--- config.mk ---
export PLATFORM = sky130hd
export DESIGN_NAME = aes_multiblock_ctrl_fsm
export DESIGN_NICKNAME = d
export VERILOG_FILES = /design/src/rtl/aes_multiblock_ctrl_fsm.sv
export SDC_FILE = /design/constraint.sdc
export NUM_CORES = 1
export LEC_CHECK = 0
export ABC_AREA = 1
export BUFFER_PORTS_ARGS = -buffer_cell sky130_fd_sc_hd__buf_2
export CAP_MARGIN = 20
export CORE_MARGIN = 10
export CORE_UTILIZATION = 52
export CTS_BUF_LIST = sky130_fd_sc_hd__clkbuf_4 sky130_fd_sc_hd__clkbuf_8
export DETAILED_ROUTE_END_ITERATION = 10
export GPL_TIMING_DRIVEN = 0
export PLACE_DENSITY = 0.83
export SETUP_SLACK_MARGIN = 0.05
export SYNTH_ARGS = -nofsm -noshare
export SYNTH_HDL_FRONTEND = slang
export SYNTH_SLANG_ARGS = --single-unit
--- constraint.sdc ---
create_clock -name clk -period 6 [get_ports clk]
set_input_delay 1.2 -clock clk [delete_from_list [all_inputs] [get_ports clk]]
set_output_delay 1.2 -clock clk [all_outputs]
set_load 0.01 [all_outputs]
--- src/rtl/aes_multiblock_ctrl_fsm.sv ---
// rtl/aes_multiblock_ctrl_fsm.sv - control FSM for a multi-block AES ECB job
// Sequences key load, streamer start, per-block progress, drain and a progress watchdog.
module aes_multiblock_ctrl_fsm #(
    parameter int DATA_W  = 32,
    parameter int NB_W    = 16,
    parameter int ADDR_W  = 32,
    parameter int TIMEOUT = 4096
) (
    input  logic                                  clk,
    input  logic                                  reset,
    input  logic                                  clear,
    input  logic                                  start_i,
    input  logic                                  mode_i,
    input  logic                                  key_load_i,
    input  logic [NB_W-1:0]                       n_blocks_i,
    input  logic [ADDR_W-1:0]                     pt_base_i,
    input  logic [ADDR_W-1:0]                     ct_base_i,
    input  logic [ADDR_W-1:0]                     key_base_i,
    output logic                                  key_req_o,
    output logic                                  src_req_o,
    output logic                                  snk_req_o,
    input  logic                                  key_ready_i,
    input  logic                                  src_ready_i,
    input  logic                                  snk_ready_i,
    input  logic                                  src_done_i,
    input  logic                                  snk_done_i,
    input  logic                                  fifo_empty_i,
    output logic [3*ADDR_W-1:0]                   base_o,
    output logic [NB_W+$clog2(128/DATA_W)-1:0]    trans_size_o,
    output logic                                  eng_clear_o,
    output logic                                  eng_start_o,
    output logic                                  eng_key_load_o,
    output logic                                  eng_enable_o,
    output logic                                  eng_mode_o,
    input  logic                                  eng_key_done_i,
    input  logic                                  eng_blk_done_i,
    output logic                                  busy_o,
    output logic                                  done_o,
    output logic                                  err_o,
    output logic [1:0]                            err_code_o,
    output logic [NB_W-1:0]                       blk_cnt_o
);

    localparam int WPB    = 128 / DATA_W;
    localparam int TS_W   = NB_W + $clog2(WPB);
    localparam int WD_W   = (TIMEOUT > 1) ? $clog2(TIMEOUT) : 1;
    localparam int WD_LIM = (TIMEOUT > 0) ? TIMEOUT - 1 : 0;

    typedef enum logic [2:0] {
        S_IDLE,
        S_KEY_REQ,
        S_KEY_WAIT,
        S_DATA_REQ,
        S_WORK,
        S_DRAIN,
        S_FINISH
    } state_t;

    state_t            state, state_nxt;
    logic              mode_q;
    logic [NB_W-1:0]   n_blocks_q;
    logic [ADDR_W-1:0] pt_base_q, ct_base_q, key_base_q;
    logic [TS_W-1:0]   trans_size_q;
    logic [NB_W-1:0]   blk_cnt_q;
    logic              err_q;
    logic [1:0]        err_code_q;
    logic              key_valid;
    logic              src_acc, snk_acc;
    logic              src_seen, snk_seen;
    logic [WD_W-1:0]   wd_cnt;
    logic              eng_start_q;

    logic              progress;
    logic              watched;
    logic              wd_expire;
    logic              src_ok, snk_ok;
    logic              blk_last;
    logic              drain_ok;
    logic              start_acc;
    logic [1:0]        start_code;

    assign progress  = key_ready_i | src_ready_i | snk_ready_i | src_done_i | snk_done_i
                     | eng_key_done_i | eng_blk_done_i;
    assign watched   = (state == S_KEY_REQ) || (state == S_KEY_WAIT) || (state == S_DATA_REQ)
                     || (state == S_WORK) || (state == S_DRAIN);
    // A progress input in the expiry cycle always wins over the abort.
    assign wd_expire = (TIMEOUT != 0) && watched && (wd_cnt == WD_W'(WD_LIM)) && !progress;
    assign src_ok    = src_acc | src_ready_i;
    assign snk_ok    = snk_acc | snk_ready_i;
    assign blk_last  = (blk_cnt_q + NB_W'(1)) == n_blocks_q;
    assign drain_ok  = (src_seen | src_done_i) && (snk_seen | snk_done_i) && fifo_empty_i;
    assign start_acc = (state == S_IDLE) && start_i;

    always_comb begin
        state_nxt  = state;
        start_code = 2'd0;
        case (state)
            S_IDLE: begin
                if (start_i) begin
                    if (n_blocks_i == '0) begin
                        state_nxt  = S_FINISH;
                        start_code = 2'd1;
                    end else if (!key_load_i && !key_valid) begin
                        state_nxt  = S_FINISH;
                        start_code = 2'd2;
                    end else if (key_load_i) begin
                        state_nxt = S_KEY_REQ;
                    end else begin
                        state_nxt = S_DATA_REQ;
                    end
                end
            end
            S_KEY_REQ:  if (key_ready_i)                  state_nxt = S_KEY_WAIT;
            S_KEY_WAIT: if (eng_key_done_i)               state_nxt = S_DATA_REQ;
            S_DATA_REQ: if (src_ok && snk_ok)             state_nxt = S_WORK;
            S_WORK:     if (eng_blk_done_i && blk_last)   state_nxt = S_DRAIN;
            S_DRAIN:    if (drain_ok)                     state_nxt = S_FINISH;
            S_FINISH:                                     state_nxt = S_IDLE;
            default:                                      state_nxt = S_IDLE;
        endcase
        if (wd_expire) begin
            state_nxt = S_FINISH;
        end
    end

    always_ff @(posedge clk or posedge reset) begin
        if (reset) begin
            state        <= S_IDLE;
            mode_q       <= 1'b0;
            n_blocks_q   <= '0;
            pt_base_q    <= '0;
            ct_base_q    <= '0;
            key_base_q   <= '0;
            trans_size_q <= '0;
            blk_cnt_q    <= '0;
            err_q        <= 1'b0;
            err_code_q   <= 2'd0;
            key_valid    <= 1'b0;
            src_acc      <= 1'b0;
            snk_acc      <= 1'b0;
            src_seen     <= 1'b0;
            snk_seen     <= 1'b0;
            wd_cnt       <= '0;
            eng_start_q  <= 1'b0;
        end else if (clear) begin
            state        <= S_IDLE;
            mode_q       <= 1'b0;
            n_blocks_q   <= '0;
            pt_base_q    <= '0;
            ct_base_q    <= '0;
            key_base_q   <= '0;
            trans_size_q <= '0;
            blk_cnt_q    <= '0;
            err_q        <= 1'b0;
            err_code_q   <= 2'd0;
            key_valid    <= 1'b0;
            src_acc      <= 1'b0;
            snk_acc      <= 1'b0;
            src_seen     <= 1'b0;
            snk_seen     <= 1'b0;
            wd_cnt       <= '0;
            eng_start_q  <= 1'b0;
        end else begin
            state       <= state_nxt;
            eng_start_q <= (state == S_DATA_REQ) && (state_nxt == S_WORK);

            if (start_acc) begin
                mode_q       <= mode_i;
                n_blocks_q   <= n_blocks_i;
                pt_base_q    <= pt_base_i;
                ct_base_q    <= ct_base_i;
                key_base_q   <= key_base_i;
                trans_size_q <= TS_W'(n_blocks_i) * TS_W'(WPB);
                blk_cnt_q    <= '0;
                err_q        <= (start_code != 2'd0);
                err_code_q   <= start_code;
            end else if (wd_expire) begin
                err_q      <= 1'b1;
                err_code_q <= 2'd3;
            end

            // Accept flags live only for the DATA_REQ handshake.
            if (state == S_DATA_REQ) begin
                src_acc <= src_acc | src_ready_i;
                snk_acc <= snk_acc | snk_ready_i;
            end else begin
                src_acc <= 1'b0;
                snk_acc <= 1'b0;
            end

            // Streamer done may arrive before the last block leaves the engine.
            if (state == S_IDLE) begin
                src_seen <= 1'b0;
                snk_seen <= 1'b0;
            end else begin
                src_seen <= src_seen | src_done_i;
                snk_seen <= snk_seen | snk_done_i;
            end

            if ((state == S_WORK) && eng_blk_done_i && (blk_cnt_q != n_blocks_q)) begin
                blk_cnt_q <= blk_cnt_q + NB_W'(1);
            end

            if (wd_expire) begin
                key_valid <= 1'b0;
            end else if ((state == S_KEY_WAIT) && eng_key_done_i) begin
                key_valid <= 1'b1;
            end

            if (!watched || progress || (state_nxt != state)) begin
                wd_cnt <= '0;
            end else begin
                wd_cnt <= wd_cnt + WD_W'(1);
            end
        end
    end

    assign key_req_o      = (state == S_KEY_REQ);
    assign src_req_o      = (state == S_DATA_REQ) && !src_acc;
    assign snk_req_o      = (state == S_DATA_REQ) && !snk_acc;
    assign base_o         = {key_base_q, ct_base_q, pt_base_q};
    assign trans_size_o   = trans_size_q;
    assign eng_clear_o    = (state == S_IDLE);
    assign eng_start_o    = eng_start_q;
    assign eng_key_load_o = (state == S_KEY_WAIT);
    assign eng_enable_o   = (state != S_FINISH);
    assign eng_mode_o     = mode_q;
    assign busy_o         = (state != S_IDLE);
    assign done_o         = (state == S_FINISH);
    assign err_o          = err_q;
    assign err_code_o     = err_code_q;
    assign blk_cnt_o      = blk_cnt_q;

endmodule

# After elaboration in Yosys (flattened, before gate mapping)
# Index checks and enable logic that the tools add are counted.
[totals]
register_bits = 171
inputBits = 126
out_inout_bits = 143
elab_cells = 126
[classes]
addsub = 2
n_eq_ne = 12
mux = 51
bitwise = 10
reduce_logical = 34
[ops]
columns = ["operator", "count"]
rows = [
  ["32-bit 2-to-1 mux", 6],
  ["16-bit 2-to-1 mux", 5],
  ["18-bit 2-to-1 mux", 2],
  ["3-bit 2-to-1 mux", 10],
  ["12-bit 2-to-1 mux", 2],
  ["3-bit case mux with 6 select lines", 1],
  ["1-bit 2-to-1 mux", 17],
  ["16-bit by 1-bit adder with 16-bit output (second input constant)", 1],
  ["16-bit == test", 1],
  ["16-bit zero test", 1],
  ["2-bit 2-to-1 mux", 8],
  ["16-bit inequality test", 1],
  ["1-bit logical AND", 14],
  ["12-bit by 1-bit adder with 12-bit output (second input constant)", 1],
  ["12-bit == test (second input constant)", 1],
  ["3-bit == test (second input constant)", 4],
  ["3-bit nonzero test", 4],
  ["1-bit OR", 10],
  ["3-bit by 2-bit == test with 1-bit output (second input constant)", 2],
  ["1-bit zero test", 6],
  ["1-bit logical OR", 6],
  ["2-bit nonzero test", 2],
  ["3-bit by 1-bit == test with 1-bit output (second input constant)", 1],
  ["3-bit zero test", 1],
  ["other kinds (2)", 2],
]

# Depth between registers and ports, before layout
# Gate-level depths: netlist (run 1).
[depth]
word_depth = 13
mapped_depth = 14
ltp_nobuf = 14

# Least setup slack after synthesis (run 1)
# Ideal clock, no wire load.
[synth_timing]
path_type = "in2reg"
from = "in snk_done_i"
to = "reg wd_cnt[10]"
setup_ns = 0.125
t_arrival_ns = 2.180
required_time_ns = 5.875
setup_slack_ns = 3.695
stages = 9
n_path_buf = 1
cell_sequence = "nor3_1 > nand2_2 > nor2_4 > nand3_4 > nand3_2 > nand2_1 > nand2_1 > buf_4 > nor3_2"
[synth_between]
elab_chain_cells = 10
elab_cells_between_ends = 16
cone_classes = "1 x eq/ne; 5 x mux; 4 x bitwise; 6 x reduce/logical"
[synth_lines]
columns = ["item", "line_no", "text"]
rows = [
  ["start: declaration", "26", "input logic snk_done_i,"],
  ["1-bit OR, on equally long branches", "91, 82", ""],
  ["1-bit logical AND / 1-bit OR (equally long branches) (2 in a row)", "91, 83", ""],
  ["3-bit 2-to-1 mux / 1-bit zero test (equally long branches)", "117, 87", ""],
  ["3-bit case mux with 6 select lines / 1-bit logical AND (equally long branches)", "97, 87", ""],
  ["3-bit 2-to-1 mux", "121", "if (wd_expire) begin"],
  ["3-bit inequality test", "210", "if (!watched || progress || (state_nxt != state)) begin"],
  ["1-bit logical OR (*)", "210", ""],
  ["12-bit 2-to-1 mux (*)", "210", ""],
  ["12-bit 2-to-1 mux (*)", "145", "end else if (clear) begin"],
  ["end signal: assignment", "213", "wd_cnt <= wd_cnt + WD_W'(1);"],
  ["end: declaration", "70", "logic [WD_W-1:0] wd_cnt;"],
]
# Mark *: on every way between the ends. The rest lies on a longest branch, timed or not.
# A chain may end at the register's enable or synchronous reset.

# Worst setup path in the final report (run 1)
[layout_timing]
from = "reg state[1]"
to = "out src_req_o"
[layout_between]
elab_chain_cells = 2
[layout_lines]
columns = ["item", "line_no", "text"]
rows = [
  ["start: declaration", "59", "state_t state, state_nxt;"],
  ["start signal: assignment", "164", "state <= state_nxt;"],
  ["3-bit by 2-bit == test with 1-bit output", "219", "assign src_req_o = (state == S_DATA_REQ) && !src_acc;"],
  ["1-bit logical AND", "219", ""],
  ["end: declaration", "20", "output logic src_req_o,"],
]
# Every way passes these cells.

==> flow_metrics.py, run 1 <==
metrics = {
    "run_status": {
        "status": "finished clean",
    },
    "clock_network": {
        "cts_sinks": 153,
        "cts_made_buffers": 17,
        "cts_max_path_buffers": 2,
        "clock_latency_ns": 0.47,
        "cts_tree": "built",
        "cts_resized": 0,
        "clk_pin_slew_ns": 0.08,
        "htreeDepth": 4,
        "cts_hold_buf": 0,
        "cts_setup_buffers": 0,
        "cts_root_buf": "clkbuf_8",
    },
    "timing": {
        "final.period_utilization_pct": 46.9,
        "worst_slack_ns": 3.18,
        "setup_violations": 0,
        "slew_violations": 0,
        "max_slew_margin_pct": 56.6,
        "hold_violations": 0,
        "tightest_slew_ns": 0.652,
        "finClkSkew_ns": 0.0158,
        "tns_ns": 0,
        "rsz0062_at_grt": "false",
        "max_freq_mhz": 355,
        "min_period_ns": 2.82,
    },
    "pwr": {
        "p_total_mw": 2.96,
        "leakage_nw": 5.47,
        "share_seq_of_total_power_pct": 42.1,
        "p_per_area_mw_per_mm2": 312,
        "p_sw_mw": 0.992,
        "swShare_pct": 33.5,
        "clkPwrFrac_pct": 31.3,
        "p_int_mw": 1.97,
        "comb_power_share_pct": 26.6,
        "vdd_drop_max_mv": 0.206,
    },
    "floorplan": {
        "start_util_pct": 53.3,
        "fp.coreArea_sq_mm": 0.0139,
        "boundaryPins": 269,
        "dieArea_sq_mm": 0.0195,
        "die_h_um": 140,
        "row_count": 43,
        "fp.dieW_um": 140,
    },
    "grt": {
        "grt_max_degree": 90,
        "antenna_found_initial": 0,
        "grt_pass1_wl_mm": 38.2,
        "grt_pass1_vias": 7372,
        "track_usage_pct": 23.9,
        "grt_overflow": 0,
    },
    "worst_setup_path": {
        "path_buf_inv": 3,
        "crit_path_top_delay_cell": "dfrtp_1",
        "critPathArrivalTime_ns": 1.62,
        "critical-path-top-delay-family": "flip-flops",
        "cp.required_ns": 4.80,
        "crit_path_cell_trace": "inv_2 -> nor3_1 -> inv_1 -> nor2_1 -> buf_2",
        "cp-end-kind": "output port",
        "critPathKind": "flip-flop to output port",
        "path_max_fanout": 5,
        "critPathMaxStageDelay_ns": 0.44,
        "cp-start-kind": "flip-flop",
    },
    "placed_design": {
        "place_inst": 1385,
        "place.gp.congestion": 0.944,
        "pre_cts_slack_ns": 3.07,
        "portBuffers": 265,
        "dpl.hpwl_mm": 18.3,
    },
    "synthesis": {
        "synthCells": 938,
        "synth_seq_cells": 153,
        "syn_area_per_cell_sq_um": 7.92,
        "synthesis.area_sq_mm": 0.00743,
        "synth.distinct_cells": 37,
        "yosysWarnings": 0,
        "synth.yosys.seq_area_share_pct": 51.5,
    },
    "cells_and_area": {
        "final_cells": 1414,
        "postLayoutCoreUtil_pct": 68.0,
        "num-nets-final": 1352,
        "drive_gt1_share_pct": 28.8,
        "final_common_cell": "nand2_1",
        "layout_common_cells": "nand2_1 (334), buf_2 (278), dfrtp_1 (153)",
        "syn_to_final_growth_pct": 27.6,
        "diodes": 0,
    },
    "drt": {
        "avgRoutedWirePerCell_um": 16.9,
        "drtIter0Drc": 472,
        "vias": 7349,
        "drtAntennaViolNets": 0,
        "finalWirelength_mm": 23.9,
        "drt-vias-per-instance": 5.20,
        "first_pass_iters": 8,
        "route.detailed.drc": 0,
    },
    "min_path": {
        "worstHoldPathType": "flip-flop to flip-flop",
    },
    "job": {
        "maxCapViolations": 0,
    },
}
-- power by group through the flow --
stage / logic (mW) / clock network, mW / registers, mW
final: 0.789 / 0.927 / 1.25
after global routing: 0.877 / 0.978 / 1.26
after CTS: 0.799 / 0.934 / 1.24
after detailed placement: 0.799 / 0 / 1.26
after global placement: 0.784 / 0 / 1.26
after floorplan: 0.402 / 0 / 1.31
-- logic make-up (layout without fill, tap and decap cells) --
| group | count (synthesis) | count (layout) | share of synthesized area (%) |
|---|---|---|---|
| flops | 153 | 153 | 51.5 |
| buf+inv | 121 | 416 | 6.95 |
| other cells | 1 | 2 | 0.0505 |
| compound gates | 46 | 46 | 3.30 |
| xor+xnor | 19 | 19 | 2.24 |
| fa+ha+maj | 2 | 2 | 0.337 |
| simple gates | 596 | 596 | 35.6 |
-- tightest hold or removal path: stages, from the launching register on --
cell and delay [ns]:
dfrtp_1 0.34, nand2_1 0.05, nand2_1 0.04
-- cell type report --
class,instances,area (sq um)
Clock inverter,7,165
Clock buffer,22,297
Timing Repair Buffer,266,1350
Inverter,76,298
Multi-Input combinational cell,665,3090
Fill cell,1190,4450
Tap cell,180,225
Buffer,45,224
Sequential cell,153,3830
-- metal layers --
layer  share of wire [%]  vias up  track usage (%)
met2                  49      291             40.2
met1                  39     3469             27.0
met5                   0        -                0
met4                 2.0        0             7.34
met3                  10       41             10.4
li1                    -     3548                -
-- Yosys cell counts --
cell      count  area (sq um)
a21oi_1       5          25.0
buf_1         2          7.51
o221ai_1      1          8.76
nor3_2       10           100
o21ai_1      11          55.1
o211ai_1      1          7.51
nor2_4        3          33.8
nor3_1       15          75.1
inv_6         1          8.76
nor2_1       60           225
nand2_1     334          1250
nand2_2       5          31.3
nand4_1       8          50.1
nand2_4       2          22.5
conb_1        1          3.75
clkbuf_2      1          5.00
buf_6         1          11.3
buf_4         8          60.1
inv_4         1          6.26
inv_2         4          15.0
a21o_1        1          7.51
nor2_2        4          25.0
o21ai_0      22           110
nand3_4       1          17.5
nand3_1     145           726
nand3b_1      3          22.5
nand2_8       1          20.0
dfrtp_1     153          3830
or2_2         2          12.5
xor2_1       14           123
xnor2_1       5          43.8
ha_1          2          25.0
o22ai_1       5          31.3
buf_2        13          65.1
inv_1        70           263
nand3_2       3          30.0
clkbuf_1     20          75.1
-- registers in the layout, summed over array words and instances (netlist names) --
register,count
wd_cnt,12
ct_base_q,32
key_valid,1
key_base_q,32
blk_cnt_o,16
eng_mode_o,1
eng_start_o,1
src_seen,1
err_o,1
snk_acc,1
snk_seen,1
src_acc,1
state,3
pt_base_q,32
trans_size_o,16
err_code_o,2
-- worst paths after layout --
check / start / end / slack (ns) / cells after the start
worst max-delay path: state[1] / src_req_o / 3.18 / 5
worst min-delay path: key_base_q[10] / key_base_q[10] / 0.47 / 2
worst max register to register: blk_cnt_o[1] / state[0] / 3.97 / 11
worst min register to register: key_base_q[10] / key_base_q[10] / 0.47 / 2
max in group asynchronous: reset / blk_cnt_o[7] / 4.35 / 3
min in group asynchronous: reset / pt_base_q[9] / 0.80 / 2
-- through the flow --
step / hold WS [ns] / instance area (sq um)
after floorplan: 0.490 / 7430
after detailed placement: 0.453 / 9020
final: 0.467 / 9480
after global placement: 0.449 / 8990
after CTS: 0.472 / 9480
after global routing: 0.495 / 9480
Power figures use the tool's default switching activity.
==> run 2: changes to the inputs <==
Clock period 6 ns to 2.7 ns, I/O delays scaled along.
==> flow_metrics.py, run 2 (synthesis results as in run 1) <==
metrics = {
    "job": {
        "maxCapViolations": 0,
    },
    "grt": {
        "met1_usage_pct": 27.1,
        "antenna_found_initial": 2,
        "track_usage_pct": 24.2,
        "grt_overflow": 0,
        "use_met2_pct": 40.1,
        "use_met3_pct": 10.2,
        "grt_pass1_vias": 7421,
        "grt_pass1_wl_mm": 38.5,
        "grt_max_degree": 42,
        "top_usage_layer": "met2",
    },
    "floorplan": {
        "boundaryPins": 269,
        "die_h_um": 140,
        "dieArea_sq_mm": 0.0195,
        "row_count": 43,
        "fp.dieW_um": 140,
        "fp.coreArea_sq_mm": 0.0139,
        "start_util_pct": 53.3,
    },
    "clock_network": {
        "clock_latency_ns": 0.46,
        "cts_max_path_buffers": 2,
        "cts_setup_buffers": 0,
        "cts_resized": 0,
        "cts_hold_buf": 0,
        "clk_pin_slew_ns": 0.09,
        "htreeDepth": 4,
        "cts_made_buffers": 17,
        "cts_tree": "built",
        "cts_sinks": 153,
        "cts_root_buf": "clkbuf_8",
    },
    "pwr": {
        "vdd_drop_max_mv": 0.413,
        "p_per_area_mw_per_mm2": 679,
        "leakage_nw": 5.49,
    },
    "cells_and_area": {
        "drive_gt1_share_pct": 29.1,
        "layout_common_cells": "nand2_1 (334), buf_2 (278), dfrtp_1 (153)",
        "top_regs": "ct_base_q x32, key_base_q x32, pt_base_q x32",
        "final_area_sq_mm": 0.00951,
        "syn_to_final_growth_pct": 28.0,
        "fillers": 1201,
        "final_common_cell": "nand2_1",
        "num-nets-final": 1355,
    },
    "worst_setup_path": {
        "critPathArrivalTime_ns": 1.60,
        "crit_path_cell_trace": "inv_2 -> nor3_1 -> inv_1 -> nor2_1 -> buf_2",
        "reg2reg_to": "state[0]",
        "critPathMaxStageDelay_ns": 0.43,
        "critPathKind": "flip-flop to output port",
        "rr_worst_depth": 11,
        "cp-start-kind": "flip-flop",
        "cp-end-kind": "output port",
        "r2r_start": "blk_cnt_o[1]",
        "path_max_fanout": 5,
        "cp.required_ns": 2.16,
        "regToRegSetupSlack_ns": 0.66,
        "critical-path-top-delay-family": "flip-flops",
        "path_buf_inv": 3,
        "crit_path_top_delay_cell": "dfrtp_1",
    },
    "timing": {
        "slew_violations": 0,
        "hold_violations": 0,
        "setup_violations": 0,
        "max_freq_mhz": 467,
        "rsz0062_at_grt": "false",
        "tightest_slew_ns": 0.679,
        "finClkSkew_ns": 0.0112,
        "final.period_utilization_pct": 79.3,
        "max_slew_margin_pct": 54.7,
        "tns_ns": 0,
        "min_period_ns": 2.14,
    },
    "drt": {
        "vias": 7263,
        "first_pass_iters": 5,
        "finalWirelength_mm": 23.9,
        "avgRoutedWirePerCell_um": 16.8,
        "drt-vias-per-instance": 5.11,
        "drtAntennaViolNets": 0,
        "route.detailed.drc": 0,
        "drtIter0Drc": 476,
    },
    "min_path": {
        "worstHoldPathType": "input pin to asynchronous set/reset pin",
    },
    "placed_design": {
        "dpl.hpwl_mm": 18.6,
        "portBuffers": 265,
        "place_area_sq_mm": 0.00907,
        "place.gp.congestion": 0.943,
    },
    "run_status": {
        "status": "finished clean",
    },
}
-- run 2: changes by cell type in the layout (fill, tap and decap cells not counted) --
cell        delta
inv_6          +2
clkinv_4       +1
bufinv_16      -2
clkinv_2       +2
buf_12         +4
buf_16         -1
diode_2        +2
clkbuf_8       +1
clkinvlp_4     -1
clkbuf_4       -1
-- run 2: report_power, final --
group          total (mW)  switching, mW  internal (mW)  leakage (nW)
logic                1.76           1.15          0.610          3.18
clock network        1.93          0.892           1.04         0.226
registers            2.77          0.189           2.58          2.08
-- run 2: worst max-delay path by stage --
stage	end	cells past startpoint	from	slack [ns]
final	src_req_o	5	state[1]	0.56
after global routing	src_req_o	5	state[1]	0.33
after CTS	src_req_o	5	state[1]	0.52
after detailed placement	trans_size_o[13]	5	clear	0.41
after global placement	snk_acc	2	reset	-0.72
after floorplan	blk_cnt_o[0]	1	reset	0.23
-- run 2: final cells by class --
type / count / area, sq um / area share [%]
Inverter: 76 / 297 / 3.12
Timing Repair Buffer: 269 / 1410 / 14.8
Multi-Input combinational cell: 665 / 3090 / 32.5
Antenna cell: 2 / 5.00 / 0.0526
Buffer: 45 / 224 / 2.35
Clock inverter: 9 / 135 / 1.42
Clock buffer: 22 / 303 / 3.18
Sequential cell: 153 / 3830 / 40.2
Tap cell: 180 / 225 / 2.37
-- run 2: stage by stage --
step / total power, mW / std cells / utilization (%) / setup WS, ns / hold WS, ns
6_report: 6.46 / 1421 / 68.3 / 0.558 / 0.166
5_1_grt: 6.82 / 1421 / 68.3 / 0.334 / 0.209
4_1_cts: 6.50 / 1419 / 68.2 / 0.521 / 0.171
3_5_place_dp: 4.58 / 1388 / 65.1 / 0.413 / 0.453
3_3_place_gp: 4.53 / 1384 / 64.5 / -0.724 / 0.449
2_1_floorplan: 3.81 / 939 / - / 0.229 / 0.490
-- run 2: per-layer routing --
metal  routed length, um  vias to the layer above
met5                   0                        -
met4                 648                        0
met3                2520                       46
met2               11500                      293
met1                9170                     3374
li1                    -                     3550
